--- src/rtl/display_pkg.sv ---
// Shared seven-segment constants and the BCD digit type used by the display
// driver and the time counters.
package display_pkg;

  typedef logic [3:0] bcd_t;

  // Segment order {g,f,e,d,c,b,a}, active-high.
  localparam logic [6:0] SEG_0    = 7'b0111111;
  localparam logic [6:0] SEG_1    = 7'b0000110;
  localparam logic [6:0] SEG_2    = 7'b1011011;
  localparam logic [6:0] SEG_3    = 7'b1001111;
  localparam logic [6:0] SEG_4    = 7'b1100110;
  localparam logic [6:0] SEG_5    = 7'b1101101;
  localparam logic [6:0] SEG_6    = 7'b1111101;
  localparam logic [6:0] SEG_7    = 7'b0000111;
  localparam logic [6:0] SEG_8    = 7'b1111111;
  localparam logic [6:0] SEG_9    = 7'b1101111;
  localparam logic [6:0] SEG_DASH = 7'b1000000;
  localparam logic [6:0] SEG_OFF  = 7'b0000000;

endpackage

--- src/rtl/bcd_to_7seg.sv ---
// Combinational BCD digit to seven-segment pattern; codes above 9 show a dash.
module bcd_to_7seg
  import display_pkg::*;
(
  input  bcd_t       i_digit,
  output logic [6:0] o_seg
);

  always_comb begin
    o_seg = SEG_DASH;
    case (i_digit)
      4'd0: o_seg = SEG_0;
      4'd1: o_seg = SEG_1;
      4'd2: o_seg = SEG_2;
      4'd3: o_seg = SEG_3;
      4'd4: o_seg = SEG_4;
      4'd5: o_seg = SEG_5;
      4'd6: o_seg = SEG_6;
      4'd7: o_seg = SEG_7;
      4'd8: o_seg = SEG_8;
      4'd9: o_seg = SEG_9;
      default: o_seg = SEG_DASH;
    endcase
  end

endmodule

--- src/rtl/hhmm_display_mux.sv ---
// Four-digit HH:MM scan driver: frame-coherent digit snapshot, per-slot
// anti-ghosting blank, leading-zero suppression and a blinking colon.
module hhmm_display_mux
  import display_pkg::*;
#(
  parameter int SCAN_DIV           = 1000,
  parameter int BLANK_CYCLES       = 50,
  parameter int BLANK_LEADING_ZERO = 1
) (
  input  logic       clk,
  input  logic       reset,
  input  logic [3:0] min_ones,
  input  logic [3:0] min_tens,
  input  logic [3:0] hour_ones,
  input  logic [3:0] hour_tens,
  input  logic       sec_tick,
  output logic [3:0] an,
  output logic [6:0] seg,
  output logic       dp
);

  localparam int CW = (SCAN_DIV > 1) ? $clog2(SCAN_DIV) : 1;

  logic [CW-1:0]   r_cnt;
  logic [1:0]      r_slot;
  bcd_t [3:0]      r_snap;
  logic            r_colon;

  logic [CW-1:0]   w_cnt_nxt;
  logic [1:0]      w_slot_nxt;
  bcd_t [3:0]      w_snap_nxt;
  logic            w_colon_nxt;
  logic            w_wrap;
  logic            w_frame_start;
  logic            w_drive;
  logic            w_dark;
  logic            w_on;
  bcd_t            w_digit;
  logic [6:0]      w_seg_pat;

  assign w_wrap        = (r_cnt == CW'(SCAN_DIV - 1));
  assign w_cnt_nxt     = w_wrap ? '0 : r_cnt + 1'b1;
  assign w_slot_nxt    = w_wrap ? r_slot + 2'd1 : r_slot;
  assign w_frame_start = (r_slot == 2'd0) && (r_cnt == '0);
  assign w_colon_nxt   = r_colon ^ sec_tick;

  // Outputs are registered from next-state values so they line up with the
  // slot/cnt held in the same cycle; the snapshot follows the same rule.
  assign w_snap_nxt = w_frame_start ? {hour_tens, hour_ones, min_tens, min_ones} : r_snap;
  assign w_digit    = w_snap_nxt[w_slot_nxt];

  assign w_drive = (w_cnt_nxt >= CW'(BLANK_CYCLES));
  assign w_dark  = (BLANK_LEADING_ZERO != 0) && (w_slot_nxt == 2'd3) && (w_snap_nxt[3] == 4'd0);
  assign w_on    = w_drive && !w_dark;

  bcd_to_7seg u_dec (
    .i_digit (w_digit),
    .o_seg   (w_seg_pat)
  );

  always_ff @(posedge clk) begin
    if (reset) begin
      r_cnt   <= '0;
      r_slot  <= 2'd0;
      r_snap  <= '0;
      r_colon <= 1'b1;
      an      <= 4'b0000;
      seg     <= SEG_OFF;
      dp      <= 1'b0;
    end else begin
      r_cnt   <= w_cnt_nxt;
      r_slot  <= w_slot_nxt;
      r_snap  <= w_snap_nxt;
      r_colon <= w_colon_nxt;
      an      <= w_on ? (4'd1 << w_slot_nxt) : 4'b0000;
      seg     <= w_on ? w_seg_pat : SEG_OFF;
      dp      <= w_on && w_colon_nxt && (w_slot_nxt == 2'd2);
    end
  end

endmodule
--- config.mk ---
export PLATFORM = sky130hd
export DESIGN_NAME = hhmm_display_mux
export DESIGN_NICKNAME = d
export VERILOG_FILES = /design/src/rtl/display_pkg.sv /design/src/rtl/bcd_to_7seg.sv /design/src/rtl/hhmm_display_mux.sv
export SDC_FILE = /design/constraint.sdc
export NUM_CORES = 1
export LEC_CHECK = 0
export BUFFER_PORTS_ARGS = -buffer_cell sky130_fd_sc_hd__buf_2
export CAP_MARGIN = 20
export CORE_UTILIZATION = 56
export CTS_CLUSTER_SIZE = 28
export DETAILED_ROUTE_END_ITERATION = 10
export PLACE_DENSITY = 0.78
export SKIP_CTS_REPAIR_TIMING = 1
export SLEW_MARGIN = 10
export SYNTH_ARGS = -nofsm -noshare
export SYNTH_HDL_FRONTEND = slang
export SYNTH_SLANG_ARGS = --single-unit
--- constraint.sdc ---
create_clock -name clk -period 3.7 [get_ports clk]
set_input_delay 1.11 -clock clk [delete_from_list [all_inputs] [get_ports clk]]
set_output_delay 1.11 -clock clk [all_outputs]
set_load 0.03 [all_outputs]
# After elaboration in Yosys (flattened, before gate mapping)
# Memory sizes are Yosys's and may differ from the RTL's. A register that Yosys moved wholly into a read port is not among the register bits.
# Cells that the tools add are included.
# word_totals
out_inout_bits	12
inputBits	19
mem_count	1
rom_bits	112
ff_bits	34
word_cells	35
# mem_list
memory	words	word_bits	rd	rd_clocked_by_memory_dff	wr	line_no	text
(name not given)	16	7	1	1	0	bcd_to_7seg.sv:11	case (i_digit)
# classes
addsub	2
n_shift	1
magnitude_cmp	2
reduce_logical	10
eq_ne	3
n_mux	5
bitwise	2
# ops
cell	count
16-bit two-way mux	1
10-bit by 1-bit adder with 10-bit output (second input constant)	1
10-bit == test (second input constant)	1
10-bit by 6-bit >= comparator with 1-bit output (second input constant)	1
10-bit zero test	1
10-bit two-way mux	1
4-bit binary-select mux with 2-bit select	1
1-bit logical AND	5
2-bit == test (second input constant)	2
4-bit zero test	1
4-bit two-way mux	1
1-bit by 2-bit left shift with 4-bit output (first input constant)	1
2-bit by 3-bit less-than comparator with 1-bit output (second input constant)	1
2-bit by 1-bit adder with 2-bit output (second input constant)	1
2-bit zero test	1
2-bit two-way mux	1
2-bit OR reduction	1
1-bit zero test	1
1-bit inverter	1
1-bit XOR	1

# Depth between registers and ports, before layout
# Gate-level depths: netlist of the first run.
# depth
ltp_word	9
ltp_mapped	12
ltp_nobuf	11

# Modules after synthesis
# Synthesis of the first run repeated with hierarchy kept, for this count alone.
# hier_totals
hier_cells	221
hier_area_um2	2203.4
# modules_own_cells
mod	area_each_um2	instances	cells_per_inst	seq_area_each_um2
hhmm_display_mux	1955.6	1	191	820.8
bcd_to_7seg	247.7	1	30	0.0

# Worst setup path after synthesis of the first run
# No wires, ideal clock.
# synth_timing
kind	reg-to-reg
start	reg r_slot[1]
end	reg seg[3]
setup_time_ps	87
path_stages_with_launch	11
required_time_ps	3613
synth_period_minus_slack_ps	2880
path_buffers	2
arrival_ps	2793
setup_slack_ps	820
cell_sequence	dfxtp_1 -> clkbuf_1 -> inv_1 -> ha_1 -> clkbuf_1 -> mux2i_1 -> a21oi_1 -> mux4_2 -> ha_1 -> nor2b_1 -> o31ai_1
# synth_between
elab_chain_len	9
word_cells_on_any_way	14
classes_between	add/sub (1); eq/ne (1); mux (4); bitwise (1); reduce/logical (7)
# synth_rtl
element	line_no	text
start: declaration	hhmm_display_mux.sv:25	logic [1:0] r_slot;
start signal: assignment	hhmm_display_mux.sv:72	r_slot <= w_slot_nxt;
parallel branches: the longest is 9 deep, another holds 2-bit by 1-bit adder with 2-bit output	n/a	
end: declaration	hhmm_display_mux.sv:18	output logic [6:0] seg,
# Parallel ways; which one is timed is not known. The select of a mux whose other input is x is not followed.
# A chain may end at the register's enable or synchronous reset.

# Worst setup path after layout of the first run
# Same ends and word-level chain as after synthesis.

==> results of run 1 <==
==> flip-flops by register name (all words and copies together), names as in the netlist <==
register / count
r_snap: 16
r_cnt: 10
seg: 7
an: 4
r_slot: 2
dp: 1
r_colon: 1
==> per-layer routing <==
metal	vias to the layer above	part of all wire, %	track usage [%]	wire (um)
met1	838	51	30.68	2402
met4	0	1.7	8.854	78
li1	931	-	-	-
met3	8	4.5	6.000	214
met5	-	0	0	0
met2	51	43	33.95	2025
==> worst max-delay path by stage <==
stage / from / endpoint / slack [ns]
floorplan: r_slot[1] / seg[3] / 0.82
global placement: r_cnt[4] / seg[3] / 0.82
detailed placement: r_slot[1] / seg[6] / 0.79
CTS: r_slot[1] / seg[3] / 0.75
global route: r_slot[1] / seg[3] / 0.52
finish: r_slot[1] / seg[3] / 0.72
==> metrics by stage <==
step	setup WS [ns]	instance area, um2
after detailed placement	0.7949	2525
after floorplan	0.8202	2440
after global placement	0.8244	2525
after CTS	0.7543	2640
final	0.7209	2640
after global routing	0.5237	2640
==> power breakdown <==
part | total [mW] | internal (mW) | switching (mW)
registers | 0.477 | 0.462 | 0.0151
clock network | 0.369 | 0.202 | 0.167
logic | 0.180 | 0.0827 | 0.0970
total | 1.03 | 0.747 | 0.279
==> worst register-to-register path, stage by stage, from the launching register on <==
cell     delay (ns)
dfxtp_1        0.74
inv_1          0.10
ha_1           0.51
mux2i_1        0.27
a21oi_1        0.09
mux4_2         0.55
ha_1           0.34
nor2b_1        0.14
o31ai_1        0.18
==> area by class of cell <==
| type | instances | share of cell area [%] |
|---|---|---|
| clock buffers | 5 | 2.607 |
| clock inverters | 3 | 1.754 |
| inverters | 10 | 1.422 |
| multi-input cells | 182 | 55.07 |
| flip-flops and latches | 41 | 31.09 |
| well taps | 50 | 2.370 |
| repair buffers | 30 | 5.687 |
==> cells in the final DEF (no fill, tap or decap), drive strengths merged, types with 7 or more instances in the layout <==
cell type	n
buf	30
mux2i	31
a21oi	8
nand2	16
o21ai	7
xnor2	8
nor3	9
nor2	26
ha	9
inv	10
dfxtp	41
==> kinds of logic (layout without fill, tap and decap cells) <==
family / Yosys count / count (layout) / share of synthesized area [%]
and+or+nand+nor: 89 / 89 / 21.38
DFF: 41 / 41 / 33.64
AOI/OAI and AO/OA: 39 / 39 / 12.87
muxes: 35 / 35 / 16.82
buffers and inverters: 27 / 48 / 6.769
xor gates and xnor gates: 10 / 10 / 3.898
adders and majority gates: 9 / 9 / 4.615
==> results.json, run 1 <==
{
  "cpPeakStageDelay_ns": 0.74,
  "hp-start": "r_snap[6]",
  "port_buffers": 30,
  "drtIter0Drc": 156,
  "synth_common_cells": "41 x dfxtp_1, 28 x mux2i_1, 26 x nor2_1, 14 x nand2_1, 10 x inv_1",
  "grt_overflow": 0,
  "drv_slew": 0,
  "clock_sinks": 41,
  "cts-buffers-inserted": 5,
  "place_inst": 313,
  "clock_latency_ns": 0.30,
  "status": "finished, final reports clean",
  "vias": 1828,
  "yosys_warnings": 0,
  "antenna_found_initial": 0,
  "instances_no_fill": 321,
  "cts_tree": "done",
  "ios": 31,
  "die_y_um": 68.01,
  "synth_fp_nets": 278,
  "antenna_left": 0,
  "grt_max_degree": 31,
  "startpoint_type": "flop",
  "viasPerCell": 5.695,
  "yosysTopAreaCell": "dfxtp_1",
  "path_common_cell": "ha_1",
  "skew_ns": 0.008031,
  "setup_viol": 0,
  "synth.ff_latch_count": 41,
  "fmax_ghz": 0.3357,
  "area_growth_pct": 8.205,
  "multi_input_area_um2": 1454,
  "power_mw": 1.026,
  "worstSetupEndpointType": "flop",
  "finalWirelength_um": 4720,
  "hpwl_um": 3316,
  "holdPathEnd": "r_snap[6]",
  "gp_congestion": 0.8008,
  "period_minus_slack_ns": 2.979,
  "initial_core_util_pct": 59.71,
  "synth_top_area_share_pct": 33.64,
  "synth.most_common_cell": "dfxtp_1",
  "critPathKind": "flop to flop",
  "synthArstFlopShare_pct": 0,
  "drive_gt1_share_pct": 23.62,
  "critPathSlowestCell": "dfxtp_1",
  "grt_use_total_pct": 22.65,
  "p_leak_nw": 1.092,
  "r2r_setup_slack_ns": 0.72,
  "syn_avg_cell_area_um2": 9.759,
  "crit_family": "adder cells",
  "grt_pass1_wl_um": 7824,
  "path_cells": "inv_1, ha_1, mux2i_1, a21oi_1, mux4_2, ha_1, nor2b_1, o31ai_1",
  "finalCritPeriodShare_pct": 80.52,
  "hp-class": "flop to flop",
  "path_buf_inv": 1,
  "grt_pass1_vias": 1666,
  "synth-edff-count": 0,
  "clk_pin_slew_ns": 0.08,
  "drv_cap": 0,
  "drcViolationCount": 0,
  "rsz0062_at_grt": "false",
  "drt-wirelength-per-cell_um": 14.70,
  "clk_path_buf_depth": 2,
  "required_ns": 3.92,
  "holdPathStages": 2,
  "ys_top_cells_by_area": "dfxtp_1 34%, mux2i_1 11%, ha_1 4.6%",
  "antenna_cells": 0,
  "mappedNetlistArea_um2": 2440,
  "worst_pin_slew_ns": 0.6378,
  "core_area_um2": 4086,
  "cp_max_fo": 15,
  "dr.pass1.iters": 4,
  "cp_data_arrival_time_ns": 3.20,
  "path_depth": 8,
  "cts_root_buf": "clkbuf_8",
  "rr_worst_depth": 8,
  "powerDensity_nw_per_um2": 388.4,
  "layout.nets": 298,
  "tns_ns": 0,
  "r2r-start": "r_slot[1]",
  "peakVddDrop_uv": 312.9,
  "ys_seq_area_share_pct": 33.64,
  "die_x_um": 68.01,
  "r2r_end": "seg[3]",
  "htree_levels": 2,
  "final_core_util_pct": 64.61,
  "die_area_um2": 4625,
  "hold_slack_ns": 0.5144,
  "synth_cell_types": 62,
  "seq_area_um2": 820.8,
  "max_slew_margin_pct": 57.42,
  "rows": 23,
  "ys.flop_type": "dfxtp_1",
  "netlist_instances": 250,
  "hold_viol": 0,
  "n_fill_cell": 351
}
Note: power is estimated with default switching activity, not from simulation.
==> run 2, diff against run 1 <==
--- a/config.mk
+++ b/config.mk
@@ -5,12 +5,13 @@
 export SDC_FILE = /design/constraint.sdc
 export NUM_CORES = 1
 export LEC_CHECK = 0
+export ABC_AREA = 1
 export BUFFER_PORTS_ARGS = -buffer_cell sky130_fd_sc_hd__buf_2
 export CAP_MARGIN = 20
-export CORE_UTILIZATION = 56
+export CORE_UTILIZATION = 51
 export CTS_CLUSTER_SIZE = 28
 export DETAILED_ROUTE_END_ITERATION = 10
-export PLACE_DENSITY = 0.78
+export PLACE_DENSITY = 0.75
 export SKIP_CTS_REPAIR_TIMING = 1
 export SLEW_MARGIN = 10
 export SYNTH_ARGS = -nofsm -noshare
==> constraint.sdc (replaced) <==
create_clock -name clk -period 2.6 [get_ports clk]
set_input_delay 0.78 -clock clk [delete_from_list [all_inputs] [get_ports clk]]
set_output_delay 0.78 -clock clk [all_outputs]
set_load 0.03 [all_outputs]
==> results.json, run 2 <==
{
  "status": "finished, final reports clean",
  "dr.pass1.iters": 4,
  "syn_avg_cell_area_um2": 7.025,
  "clockPowerShare_pct": 38.8,
  "path_common_cell": "nand2_1",
  "grt_overflow": 0,
  "clk_path_buf_depth": 2,
  "port_buffers": 30,
  "viasPerCell": 4.859,
  "drive_gt1_share_pct": 23.94,
  "grt_pass1_wl_um": 7396,
  "clock_sinks": 41,
  "ios": 31,
  "grt_use_total_pct": 21.91,
  "power_mw": 1.587,
  "synth.most_common_cell": "nand2_1",
  "layout_commonest_cell": "nand2_1",
  "fmax_ghz": 0.4169,
  "synth.ff_latch_count": 41,
  "antenna_cells": 0,
  "crit_family": "simple AND/OR/NAND/NOR gates",
  "synth-simple-area-share_pct": 39.83,
  "path_cells": "inv_1, ha_1, nand3_2, nor2_2, buf_4, nand2_1, o21ai_1, nand2_1, nand2_2, nor2_4, buf_4, ha_1, inv_1, nand2_1, nand2_1, nand2_1, a21oi_1",
  "cts-buffers-inserted": 5,
  "mappedNetlistArea_um2": 2171,
  "vias": 1968,
  "rows": 23,
  "grt_max_degree": 29,
  "core_area_um2": 4058,
  "setup_viol": 0,
  "ys_top_cells_by_area": "dfxtp_1 38%, nand2_1 13%, nor2_1 9.5%",
  "synth-compound-area-share_pct": 6.744,
  "clk_pin_slew_ns": 0.08,
  "rsz0062_at_grt": "false",
  "drv_cap": 0,
  "netlist_instances": 309,
  "p_sw_share_pct": 26.43,
  "pwr-share-seq_pct": 42.1,
  "synthXorXnorAreaFrac_pct": 0.8069,
  "tns_ns": 0,
  "synth_cell_types": 29,
  "startpoint_type": "flop",
  "max_slew_margin_pct": 79.14,
  "critPathKind": "flop to flop",
  "p_switching_mw": 0.4196,
  "cts_tree": "done",
  "synthAdderAreaFrac_pct": 5.187,
  "layout.nets": 382,
  "synth_fp_nets": 337,
  "synth_top_family_by_area": "simple AND/OR/NAND/NOR gates",
  "path_buf_inv": 4,
  "finalCritPeriodShare_pct": 92.25,
  "mostFrequentLayoutCells": "73 x nand2_1, 52 x nor2_1, 41 x dfxtp_1",
  "drcViolationCount": 0,
  "grt_pass1_vias": 1653,
  "cp_max_fo": 8,
  "synth_top_area_share_pct": 37.81,
  "clock_latency_ns": 0.30,
  "p_leak_nw": 1.412,
  "antenna_found_initial": 0,
  "htree_levels": 2,
  "cts_root_buf": "clkbuf_8",
  "intPower_mw": 1.168,
  "top_regs": "r_snap x16, r_cnt x10, seg x7",
  "largest-register": "r_snap",
  "synth_common_cells": "73 x nand2_1, 55 x nor2_1, 41 x dfxtp_1, 39 x inv_1, 20 x nand3_1",
  "die_x_um": 67.24,
  "required_ns": 2.83,
  "die_area_um2": 4521,
  "cp_data_arrival_time_ns": 2.63,
  "antenna_left": 0,
  "ys_seq_area_share_pct": 37.81,
  "hold_viol": 0,
  "p_comb_share_pct": 19.0,
  "yosys_warnings": 0,
  "hp-class": "flop to flop",
  "largest_reg_flops": 16,
  "cpPeakStageDelay_ns": 0.34,
  "powerDensity_nw_per_um2": 607.6,
  "synth-edff-count": 0,
  "drt-wirelength-per-cell_um": 11.19,
  "area_growth_pct": 20.35,
  "peakVddDrop_uv": 442.0,
  "ys.flop_type": "dfxtp_1",
  "synthArstFlopShare_pct": 0,
  "multi_input_area_um2": 1176,
  "hpwl_um": 3322,
  "initial_core_util_pct": 53.50,
  "yosysTopAreaCell": "dfxtp_1",
  "critPathSlowestCell": "dfxtp_1",
  "n_fill_cell": 369,
  "seq_area_um2": 820.8,
  "drtIter0Drc": 113,
  "gp_congestion": 0.8280,
  "drv_slew": 0,
  "skew_ns": 0.006100,
  "worstSetupEndpointType": "flop",
  "worst_pin_slew_ns": 0.3117,
  "die_y_um": 67.24,
  "finalWirelength_um": 4532,
  "period_minus_slack_ns": 2.398,
  "synth_mux_area_share_pct": 0
}
run 2: cell count changes after synthesis, sizes merged, moves of 6 or more:
cell   before  now
inv        10   44
mux2i      31    0
xnor2       8    2
nor3        9    3
o21ai       7   14
nand3       6   23
nor2       26   63
and3        6    0
nand2      16   84
buf        12    3
run 2: logic make-up (layout without fill, tap and decap cells):
| family | Yosys count | count (layout) |
|---|---|---|
| AOI/OAI and AO/OA | 27 | 27 |
| xor gates and xnor gates | 2 | 2 |
| adders and majority gates | 9 | 9 |
| buffers and inverters | 50 | 95 |
| DFF | 41 | 41 |
| and+or+nand+nor | 180 | 181 |
run 2: cell type report:
class	instances	share of cell area (%)
flip-flops and latches	41	31.42
multi-input cells	219	45.02
repair buffers	43	9.483
clock buffers	5	2.634
inverters	44	6.418
clock inverters	3	2.634
well taps	50	2.395
run 2: layer usage:
metal  routed length (um)  part of all wire [%]  global-route usage, %  up-vias
met5                    0                     0                      0        -
met4                   74                   1.6                  6.649        0
li1                     -                     -                      -     1041
met3                  209                   4.6                  5.574        9
met2                 2096                    46                  34.00       44
met1                 2152                    47                  29.63      874
run 2: worst reg2reg max path: stages (launching register included):
cell and delay, ns:
dfxtp_1 0.34, inv_1 0.12, ha_1 0.18, nand3_2 0.22, nor2_2 0.28, buf_4 0.16, nand2_1 0.06, o21ai_1 0.13
nand2_1 0.09, nand2_2 0.09, nor2_4 0.05, buf_4 0.14, ha_1 0.17, inv_1 0.06, nand2_1 0.05, nand2_1 0.05
nand2_1 0.04, a21oi_1 0.11
run 2: metrics by stage:
step                      util, %  hold WS [ns]  cell area (um2)  instances  setup WS, ns
after CTS                   61.49        0.4753             2495        393       0.03741
after floorplan                 -        0.4456             2171        309        0.4557
after global placement      58.09        0.4564             2357        385       0.09524
final                       64.38        0.4788             2613        405        0.2016
after global routing        64.38        0.4858             2613        405      0.005867
after detailed placement    58.09        0.4621             2357        385       0.05696
run 2: final timing paths:
kind / startpoint / to / slack, ns / depth (start not counted)
hold reg to reg: r_snap[5] / r_snap[5] / 0.48 / 2
setup reg to reg: r_slot[0] / seg[0] / 0.20 / 17
hold / removal: r_snap[5] / r_snap[5] / 0.48 / 2
setup / recovery: r_slot[0] / seg[0] / 0.20 / 17
run 2: power by group through the flow:
stage	Sequential [mW]	Clock, mW	Combinational [mW]
3_3_place_gp	0.682	0	0.248
5_1_grt	0.671	0.662	0.344
6_report	0.669	0.616	0.302
2_1_floorplan	0.681	0	0.198
3_5_place_dp	0.683	0	0.251
4_1_cts	0.668	0.629	0.253
==> run 3, diff against run 2 <==
--- a/config.mk
+++ b/config.mk
@@ -16,4 +16,5 @@
 export SLEW_MARGIN = 10
 export SYNTH_ARGS = -nofsm -noshare
 export SYNTH_HDL_FRONTEND = slang
+export SYNTH_HIERARCHICAL = 1
 export SYNTH_SLANG_ARGS = --single-unit
==> results.json, run 3 <==
{
  "status": "finished, final reports clean",
  "intPower_mw": 0.9804,
  "core_area_um2": 4058,
  "ys_seq_area_share_pct": 37.72,
  "path_common_cell": "nand2_1",
  "rows": 23,
  "synth_cell_types": 25,
  "holdPathEnd": "r_snap[9]",
  "place_inst": 386,
  "mappedNetlistArea_um2": 2176,
  "port_buffers": 30,
  "critPathKind": "flop to flop",
  "die_area_um2": 4531,
  "synth.most_common_cell": "nand2_1",
  "drv_cap": 0,
  "r2r_setup_slack_ns": 0.22,
  "mostFrequentLayoutCells": "90 x nand2_1, 41 x dfxtp_1, 37 x nor2_1",
  "rsz0062_at_grt": "false",
  "hp-start": "r_snap[9]",
  "dr.pass1.iters": 4,
  "worstSetupEndpointType": "flop",
  "max_slew_margin_pct": 77.92,
  "antenna_found_initial": 0,
  "ys.flop_type": "dfxtp_1",
  "synth_top_area_share_pct": 37.72,
  "hold_viol": 0,
  "die_y_um": 67.32,
  "peakVddDrop_uv": 413.1,
  "cts-buffers-inserted": 5,
  "layout.nets": 371,
  "synth-edff-count": 0,
  "instances_no_fill": 393,
  "fmax_ghz": 0.4200,
  "cts_root_buf": "clkbuf_8",
  "cpPeakStageDelay_ns": 0.39,
  "r2r-start": "r_cnt[0]",
  "holdPathStages": 2,
  "critPathSlowestCell": "dfxtp_1",
  "vias": 1891,
  "rr_worst_depth": 17,
  "drv_slew": 0,
  "gp_congestion": 0.8753,
  "largest-register": "r_snap",
  "setup_viol": 0,
  "layout_commonest_cell": "nand2_1",
  "grt_pass1_wl_um": 7327,
  "top_regs": "r_snap x16, r_cnt x10, seg x7",
  "p_comb_share_pct": 21.7,
  "n_fill_cell": 383,
  "htree_levels": 2,
  "area_growth_pct": 15.30,
  "fin_ws_ns": 0.2192,
  "required_ns": 2.79,
  "drt-wirelength-per-cell_um": 10.66,
  "worst_pin_slew_ns": 0.3300,
  "synthArstFlopShare_pct": 0,
  "cp_data_arrival_time_ns": 2.57,
  "finalWirelength_um": 4189,
  "yosysTopAreaCell": "dfxtp_1",
  "p_leak_nw": 1.296,
  "ys_top_cells_by_area": "dfxtp_1 38%, nand2_1 16%, inv_1 6.6%",
  "synth_fp_nets": 334,
  "hp-class": "flop to flop",
  "largest_reg_flops": 16,
  "r2r_end": "seg[3]",
  "grt_use_total_pct": 21.58,
  "clock_latency_ns": 0.29,
  "clock_sinks": 41,
  "clk_pin_slew_ns": 0.08,
  "grt_pass1_vias": 1745,
  "ios": 31,
  "final_core_util_pct": 61.83,
  "grt_overflow": 0,
  "cts_tree": "done",
  "drive_gt1_share_pct": 24.49,
  "p_switching_mw": 0.4125,
  "synth_common_cells": "91 x nand2_1, 41 x dfxtp_1, 38 x inv_1, 38 x nor2_1, 25 x nand3_1",
  "viasPerCell": 4.812,
  "hpwl_um": 3178,
  "startpoint_type": "flop",
  "clockPowerShare_pct": 30.4,
  "tns_ns": 0,
  "preCtsSetupSlack_ns": 0.1593,
  "skew_ns": 0.009155,
  "p_sw_share_pct": 29.62,
  "grt_max_degree": 28,
  "antenna_left": 0,
  "netlist_instances": 306,
  "cp_max_fo": 9,
  "antenna_cells": 0,
  "finalCritPeriodShare_pct": 91.57,
  "clk_path_buf_depth": 2,
  "yosys_warnings": 6,
  "path_cells": "ha_1, nand2_1, inv_2, nand4_1, nand2_4, inv_2, nor2_2, nand2_1, nand3_1, inv_1, ha_1, nand2_1, nand2_1, nand2_1, nand2_1, inv_1, nor2_2",
  "period_minus_slack_ns": 2.381,
  "die_x_um": 67.32,
  "drtIter0Drc": 112,
  "syn_avg_cell_area_um2": 7.111,
  "initial_core_util_pct": 53.62,
  "synth.ff_latch_count": 41,
  "powerDensity_nw_per_um2": 555.3,
  "drcViolationCount": 0,
  "pwr-share-seq_pct": 47.9
}
run 3: cell types whose count changed after synthesis, moves of 4 or more:
cell / previous run / this run
a21boi_0: 0 / 4
nand2_1: 73 / 91
nand3_1: 20 / 25
nor2_1: 55 / 38
nor2_2: 1 / 11
o21ai_0: 9 / 0
run 3: cell type report:
class / instances / area, um2 / share of cell area [%]
multi-input combinational: 216 / 1162 / 46.33
sequential: 41 / 820.8 / 32.72
tap: 50 / 62.56 / 2.494
clock buffer: 6 / 82.58 / 3.292
clock inverter: 1 / 7.507 / 0.2993
timing repair buffer: 37 / 215.2 / 8.579
inverter: 42 / 157.7 / 6.284
run 3: per-layer routing:
| layer | GRT usage (%) | vias to the layer above | share of wire, % |
|---|---|---|---|
| met1 | 27.41 | 825 | 50 |
| li1 | - | 1015 | - |
| met5 | 0 | - | 0 |
| met3 | 4.730 | 9 | 4.9 |
| met4 | 7.447 | 0 | 1.9 |
| met2 | 35.75 | 42 | 44 |
run 3: logic make-up after synthesis:
logic type	after synthesis	share of synthesized area [%]
and+or+nand+nor	185	40.43
buffers and inverters	49	9.661
DFF	41	37.72
AOI/OAI and AO/OA	19	5.808
adders and majority gates	9	5.175
xor gates and xnor gates	3	1.208
run 3: how the worst max path moves through the flow:
| stage | startpoint | to | slack [ns] | cells past startpoint |
|---|---|---|---|---|
| 4_1_cts | r_slot[0] | seg[3] | 0.14 | 20 |
| 5_1_grt | r_cnt[0] | seg[3] | 0.02 | 17 |
| 3_5_place_dp | r_slot[0] | seg[3] | 0.16 | 20 |
| 2_1_floorplan | r_slot[0] | seg[3] | 0.32 | 21 |
| 6_report | r_cnt[0] | seg[3] | 0.22 | 17 |
| 3_3_place_gp | r_slot[0] | seg[3] | 0.21 | 20 |
run 3: worst max-delay path: cells and delay by family, from the launching register on:
family / cells / cell delay (ns)
adder cells (fa/ha/maj): 2 / 0.50
AND/OR/NAND/NOR: 11 / 1.00
buffers and inverters: 4 / 0.35
flip-flops: 1 / 0.39
run 3: power by group through the flow:
stage | logic [mW] | registers [mW] | clock network [mW]
after global placement | 0.294 | 0.681 | 0
after CTS | 0.296 | 0.667 | 0.438
final | 0.302 | 0.668 | 0.424
after global routing | 0.349 | 0.671 | 0.455
after detailed placement | 0.296 | 0.681 | 0
after floorplan | 0.228 | 0.679 | 0
run 3: per-stage QoR:
| step | hold WS, ns | instance area (um2) | total power, mW |
|---|---|---|---|
| after global routing | 0.5023 | 2509 | 1.474 |
| after global placement | 0.4487 | 2401 | 0.9749 |
| final | 0.4706 | 2509 | 1.393 |
| after detailed placement | 0.4585 | 2401 | 0.9777 |
| after floorplan | 0.4299 | 2176 | 0.9066 |
| after CTS | 0.4700 | 2491 | 1.401 |
